==> src/rtl/adrv9009_rsp_ctrl.sv <==
// Sequencer for the RHB3 -> RHB2 receive decimation chain: per-stage clock enables,
// filter reset while idle, and output-valid suppression during the start-up flush.
module adrv9009_rsp_ctrl #(
  parameter int FLUSH_SAMPLES = 64,
  parameter int CNT_W         = 16
) (
  input  logic             clk,
  input  logic             reset,
  input  logic             enable,
  input  logic             in_valid,
  input  logic             bypass_rhb3,
  input  logic             bypass_rhb2,
  output logic             filt_rst,
  output logic             rhb3_ce,
  output logic             rhb2_ce,
  output logic             out_valid,
  output logic [2:0]       dec_ratio,
  output logic [1:0]       state,
  output logic [CNT_W-1:0] out_cnt,
  output logic             cfg_err
);

  typedef enum logic [1:0] {
    S_IDLE  = 2'd0,
    S_FLUSH = 2'd1,
    S_RUN   = 2'd2
  } state_t;

  localparam logic [15:0] FLUSH_LAST = 16'(FLUSH_SAMPLES - 1);

  state_t           state_q, state_n;
  logic             filt_rst_n;
  logic             rhb3_ce_n;
  logic             rhb2_ce_n;
  logic             out_valid_n;
  logic [2:0]       dec_ratio_n;
  logic [CNT_W-1:0] out_cnt_n;
  logic             cfg_err_n;
  logic             ph3_q, ph3_n;
  logic             ph2_q, ph2_n;
  logic [15:0]      flush_cnt_q, flush_cnt_n;
  logic             byp3_q, byp3_n;
  logic             byp2_q, byp2_n;
  logic [1:0]       byp_prev_q;
  logic             s2_tick;
  logic             out_tick;

  assign state = state_q;

  always_ff @(posedge clk or posedge reset) begin
    if (reset) begin
      state_q     <= S_IDLE;
      filt_rst    <= 1'b1;
      rhb3_ce     <= 1'b0;
      rhb2_ce     <= 1'b0;
      out_valid   <= 1'b0;
      dec_ratio   <= 3'd4;
      out_cnt     <= '0;
      cfg_err     <= 1'b0;
      ph3_q       <= 1'b0;
      ph2_q       <= 1'b0;
      flush_cnt_q <= '0;
      byp3_q      <= 1'b0;
      byp2_q      <= 1'b0;
      byp_prev_q  <= 2'b00;
    end else begin
      // NOTE: non-blocking so every register samples the pre-edge next-state values together.
      state_q     <= state_n;
      filt_rst    <= filt_rst_n;
      rhb3_ce     <= rhb3_ce_n;
      rhb2_ce     <= rhb2_ce_n;
      out_valid   <= out_valid_n;
      dec_ratio   <= dec_ratio_n;
      out_cnt     <= out_cnt_n;
      cfg_err     <= cfg_err_n;
      ph3_q       <= ph3_n;
      ph2_q       <= ph2_n;
      flush_cnt_q <= flush_cnt_n;
      byp3_q      <= byp3_n;
      byp2_q      <= byp2_n;
      byp_prev_q  <= {bypass_rhb3, bypass_rhb2};
    end
  end

  always_comb begin
    // NOTE: every output of this block gets a default first, so no path can infer a latch.
    state_n     = state_q;
    filt_rst_n  = filt_rst;
    rhb3_ce_n   = 1'b0;
    rhb2_ce_n   = 1'b0;
    out_valid_n = 1'b0;
    out_cnt_n   = out_cnt;
    cfg_err_n   = 1'b0;
    ph3_n       = ph3_q;
    ph2_n       = ph2_q;
    flush_cnt_n = flush_cnt_q;
    byp3_n      = byp3_q;
    byp2_n      = byp2_q;
    s2_tick     = 1'b0;
    out_tick    = 1'b0;

    unique case (state_q)
      S_IDLE: begin
        filt_rst_n = 1'b1;
        byp3_n     = bypass_rhb3;
        byp2_n     = bypass_rhb2;
        if (enable) begin
          state_n     = S_FLUSH;
          filt_rst_n  = 1'b0;
          ph3_n       = 1'b0;
          ph2_n       = 1'b0;
          flush_cnt_n = '0;
          out_cnt_n   = '0;
        end
      end

      S_FLUSH, S_RUN: begin
        // Config is frozen while running; an edge on the live inputs is only flagged.
        cfg_err_n = ({bypass_rhb3, bypass_rhb2} != byp_prev_q);
        if (!enable) begin
          state_n    = S_IDLE;
          filt_rst_n = 1'b1;
        end else if (in_valid) begin
          rhb3_ce_n = 1'b1;
          s2_tick   = byp3_q | ph3_q;
          ph3_n     = ~byp3_q & ~ph3_q;
          rhb2_ce_n = s2_tick;
          out_tick  = s2_tick & (byp2_q | ph2_q);
          if (s2_tick) begin
            ph2_n = ~byp2_q & ~ph2_q;
          end
          if (state_q == S_FLUSH) begin
            flush_cnt_n = flush_cnt_q + 16'd1;
            if (flush_cnt_q == FLUSH_LAST) begin
              state_n = S_RUN;
            end
          end else begin
            out_valid_n = out_tick;
            out_cnt_n   = out_cnt + CNT_W'(out_tick);
          end
        end
      end

      default: begin
        state_n    = S_IDLE;
        filt_rst_n = 1'b1;
      end
    endcase

    unique case ({byp3_n, byp2_n})
      2'b00:   dec_ratio_n = 3'd4;
      2'b11:   dec_ratio_n = 3'd1;
      default: dec_ratio_n = 3'd2;
    endcase
  end

endmodule

==> config.mk <==
export PLATFORM = sky130hd
export DESIGN_NAME = adrv9009_rsp_ctrl
export DESIGN_NICKNAME = d
export VERILOG_FILES = /design/src/rtl/adrv9009_rsp_ctrl.sv
export SDC_FILE = /design/constraint.sdc
export NUM_CORES = 1
export LEC_CHECK = 0
export ABC_AREA = 1
export CORE_MARGIN = 3
export CORE_UTILIZATION = 60
export DETAILED_ROUTE_END_ITERATION = 7
export HOLD_SLACK_MARGIN = 0.15
export PLACE_DENSITY = 0.85
export RECOVER_POWER = 25
export SYNTH_ARGS = -nofsm -noshare
export SYNTH_HDL_FRONTEND = slang
export SYNTH_SLANG_ARGS = --single-unit
==> constraint.sdc <==
create_clock -name clk -period 3.8 [get_ports clk]
set_clock_uncertainty 0.05 [all_clocks]
set_input_delay 0.38 -clock clk [delete_from_list [all_inputs] [get_ports clk]]
set_output_delay 0.38 -clock clk [all_outputs]
set_load 0.05 [all_outputs]
## After elaboration in Yosys (flattened, before gate mapping)

Index checks and enable logic that the tools add are counted.

- Bits in registers: 48
- Bits of input ports: 6
- Word-level logic and storage cells: 89

- Add/subtract/negate cells: 2
- Equality and inequality tests: 15
- Multiplexer cells: 40
- Bitwise logic cells: 9
- Reduce and logical (&&, ||, !) cells: 9

Operator list:

| cell | count |
|---|---|
| 16-bit two-way mux | 7 |
| 16-bit case mux with 2 select lines | 2 |
| 1-bit two-way mux | 21 |
| 16-bit by 1-bit adder with 16-bit output | 1 |
| 16-bit by 1-bit adder with 16-bit output, second input constant | 1 |
| 16-bit by 6-bit == test with 1-bit output, second input constant | 1 |
| 5-bit AND reduction | 3 |
| 2-bit != test, second input constant | 7 |
| 2-bit two-way mux | 5 |
| 3-bit != test, second input constant | 3 |
| 4-bit AND reduction | 2 |
| 1-bit case mux with 2 select lines | 3 |
| 3-bit case mux with 2 select lines | 1 |
| 2-bit == test, second input constant | 2 |
| 2-bit zero test | 2 |
| 1-bit inverter | 4 |
| 2-bit case mux with 2 select lines | 1 |
| 1-bit AND | 3 |
| 2-bit by 1-bit == test with 1-bit output, second input constant | 1 |
| 2-bit != test | 1 |
| 1-bit bitwise OR | 2 |
| 2-bit nonzero test | 1 |
| 2-bit OR reduction | 1 |

## Longest topological paths before layout

- Depth in word-level cells: 7
- Mapped depth: 12
- Gate-level depth less buffers: 11

## Worst setup path before layout

No wires, ideal clock.

- Path type: register to register
- Start: register state_q[0] (netlist: state[0])
- End: register out_cnt[6]
- Library setup time: 0.122 ns
- Data arrival time: 1.865 ns
- Path slack: 1.763 ns
- Stages on the path, launching flop included: 10
- Path buffers: 1
- Period minus slack after synthesis: 2.037 ns
- Cell sequence: dfrtp_1 inv_1 ha_1 nand2_1 nand2_1 inv_1 nand3_2 buf_2 nor3_1 nor2_1

- Longest elaborated chain between the ends: 4

RTL lines:

| what | RTL line | RTL |
|---|---|---|
| start: declaration | 31 | `state_t state_q, state_n;` |
| start signal: assignment | 68 | `state_q <= state_n;` |
| 2-bit by 1-bit == test with 1-bit output / 2-bit == test (equally long branches) | 102, 132 |  |
| 2-bit OR reduction | 102 | `unique case (state_q)` |
| 2-bit != test (no line) / 2-bit nonzero test (equally long branches) | n/a |  |
| 5-bit AND reduction (no line) | n/a |  |
| end signal: assignment | 74 | `out_cnt <= out_cnt_n;` |
| end: declaration | 19 | `output logic [CNT_W-1:0] out_cnt,` |

Parallel ways exist; a longest one is shown, timed or not.
A chain may end at the register's enable or synchronous reset.

## Worst setup path in the final report

- Start: register state_q[0] (netlist: state[0])
- End: register out_cnt[7]

The elaborated chain is that of the path after synthesis.

==> flow_summary_export.csv <==
group,metric,value,unit
outcome,outcome,"finished, violations left",
outcome,violations,"capacitance limit, slew limit",
power_and_ir_drop,power.switching,0.8548,mW
power_and_ir_drop,clkPwrFrac,0.194,
worst_setup_path,cp.arrival,2900,ps
final_layout,design_area,3163,µm²
power_and_ir_drop,vdd_ir_drop_max,0.5190,mV
place,port_buffers,31,
cts,root_buffer,"clkbuf_8",
timing,fin_crit_sh,0.7114,
timing,slew_viol_final,49,
synth,avgSynthCellArea,7.200,µm²
floorplanning,die_h,73.44,µm
cts,clk_pin_slew,90,ps
timing,max_freq,369.9,MHz
detailed_routing,drt_pass1_iterations,5,
timing,tns,0,ps
worst_setup_path,worstPathMaxFanout,24,
detailed_routing,antenna_left,0,
power_and_ir_drop,p_total,1.881,mW
synth,yosys_warnings,0,
final_layout,fin_cells,460,
place,gp_congestion,0.8706,
floorplanning,num_rows,23,
synth,netlist_area,2729,µm²
final_layout,fillers,343,
global_route,antenna_found_initial,0,
worst_setup_path,crit_top_cell,"nand2_1",
timing,final.min_clock_period,2703,ps
power_and_ir_drop,swShare,0.4545,
worst_setup_path,start_kind,"flop",
power_and_ir_drop,seq_power_share,0.352,
global_route,grt_util_all_layers,0.2468,
timing,whs,436.8,ps
detailed_routing,vias,2563,
place,place_ws,1130,ps
min_path,min_path_type,"reg2reg",
cts,cts_resized,0,
detailed_routing,route.detailed.drc,0,
worst_setup_path,cp_cell_sequence,"inv_1 > ha_1 > nand2_1 > nand2_1 > nand3_2 > inv_2 > nand2_1 > nand2_1 > nand2_1 > nor2_1",
cts,cts.sinks,48,
cts,insertion_delay,300,ps
cts,numCtsBuffers,5,
worst_setup_path,critPathMaxStageDelay,810,ps
final_layout,layout_commonest_cell,"nand2_1",
synth,synthCells,379,
place,dp.final_hpwl,4270,µm
cts,cts_tree,"done",
floorplanning,core,4202,µm²
final_layout,area_growth,15.91,%
worst_setup_path,path_class,"reg2reg",
detailed_routing,routed_wl,6043,µm
cts,postCtsSetupBuffers,0,
synth,synth_seq_cells,48,
job,maxCapViolations,1,
synth,ys_seq_area_frac,0.4411,
timing,rsz0062_at_grt,"false",
worst_setup_path,critPathTopFamily,"simple AND/OR/NAND/NOR gates",
global_route,grt_pass1_vias,2274,
power_and_ir_drop,p_int,1.026,mW
power_and_ir_drop,p_per_area,594.6,nW/µm²
worst_setup_path,path_buf_inv,2,
power_and_ir_drop,comb_power_share,0.454,
worst_setup_path,crit_path_top_delay_cell,"ha_1",
timing,relSlewSlack,-0.2044,
synth,synth.distinct_cells,27,
synth,async_reset_ff_frac,1.000,
final_layout,antenna_cells,0,
global_route,overflow,0,
synth,synth_fp_nets,393,
synth,synthFlopType,"dfrtp_1",
detailed_routing,wire_per_inst,13.14,µm
global_route,grt_start_max_net_pins,49,
floorplanning,start_util,0.6495,
timing,finalSetupViolCount,0,
detailed_routing,viasPerCell,5.572,
timing,setup_ws,1097,ps
synth,synth_edf_count,0,
floorplanning,fp.dieArea,5393,µm²
cts,holdBufCountCts,0,
place,place_area,3060,µm²
worst_setup_path,required,3990,ps
timing,worst_pin_slew,1805,ps
cts,cts.path.max_buffers,2,
final_layout,layout_common_cells,"nand2_1 (107), inv_1 (53), nor2_1 (50), dfrtp_1 (46), nand3_1 (33)",
power_and_ir_drop,leakage,1.564,nW
final_layout,utilization,0.7528,
timing,finalHoldViolations,0,
final_layout,nNetsFinal,424,
floorplanning,ios,32,
place,dp_cells,453,
worst_setup_path,endpoint_kind,"flop",
floorplanning,die_w,73.44,µm
cts,htree_num_levels,2,
detailed_routing,initialDrtViolationCount,232,
final_layout,drive_above_1_share,0.04634,
global_route,grt_pass1_wl,10440,µm
-- flip-flops by register name, summed over array words and instances (netlist names) --
signal and flops:
out_cnt 16, ph3_q 1, byp2_q 1, state 2, ph2_q 1, filt_rst 1, cfg_err 1, out_valid 1
dec_ratio 3, flush_cnt_q 16, rhb3_ce 1, rhb2_ce 1, byp_prev_q 2, byp3_q 1
-- power groups by stage --
stage | registers, mW | clock network, mW | logic, mW
3_3_place_gp | 0.668 | 0 | 0.831
3_5_place_dp | 0.669 | 0 | 0.850
2_1_floorplan | 0.827 | 0 | 0.497
4_1_cts | 0.661 | 0.366 | 0.855
5_1_grt | 0.675 | 0.383 | 0.954
6_report | 0.662 | 0.365 | 0.854
-- routing by layer --
| metal | global-route usage | routed length, µm |
|---|---|---|
| met5 | 0 | 0 |
| met4 | 0.07646 | 103 |
| met3 | 0.05472 | 403 |
| met2 | 0.3839 | 2803 |
| met1 | 0.3439 | 2733 |
-- final cells by class --
cell class	instances	area, µm²	share of cell area
Clock buffer	6	72.57	0.02294
Clock inverter	1	30.03	0.009494
Inverter	55	206.4	0.06527
Multi-Input combinational cell	269	1277	0.4039
Sequential cell	48	1204	0.3805
Tap cell	50	62.56	0.01978
Timing Repair Buffer	31	310.3	0.09810
-- worst reg2reg max path: stages (launching register included) --
cell and delay, ps:
dfrtp_1 430, inv_1 70, ha_1 810, nand2_1 240, nand2_1 130, nand3_2 330, inv_2 280, nand2_1 100
nand2_1 70, nand2_1 40, nor2_1 90
-- Yosys cell counts, drive strengths merged (7+ instances only) --
master  instances  area [µm²]
a21oi          13       65.06
nor2           52       205.2
ha              8       100.1
nor3           12       65.06
inv            55       206.5
dfrtp          46        1151
o21ai          20       100.1
nand3          35       192.7
nand2         109       414.2
buf             7       41.29
nand4          10       62.56
-- worst paths after layout --
path / cells past startpoint / from / slack, ps / end
setup / recovery: 10 / state[0]$_DFFE_PP0P_ / 1100 / out_cnt[7]$_DFFE_PP0P_
hold / removal: 2 / filt_rst$_DFFE_PP1P_ / 440 / filt_rst$_DFFE_PP1P_
setup reg to reg: 10 / state[0]$_DFFE_PP0P_ / 1100 / out_cnt[7]$_DFFE_PP0P_
hold reg to reg: 2 / filt_rst$_DFFE_PP1P_ / 440 / filt_rst$_DFFE_PP1P_
max in group asynchronous: 2 / reset / 1610 / byp_prev_q[1]$_DFF_PP0_
min in group asynchronous: 2 / reset / 1030 / flush_cnt_q[8]$_DFFE_PP0P_
-- logic make-up after synthesis --
group | synth area share
AO/OA/AOI/OAI | 0.07061
XOR/XNOR | 0.009630
adder cells (fa/ha/maj) | 0.03668
buffers and inverters | 0.09078
flip-flops | 0.4411
AND/OR/NAND/NOR | 0.3512
No activity file was read; power rests on OpenSTA's default activity.
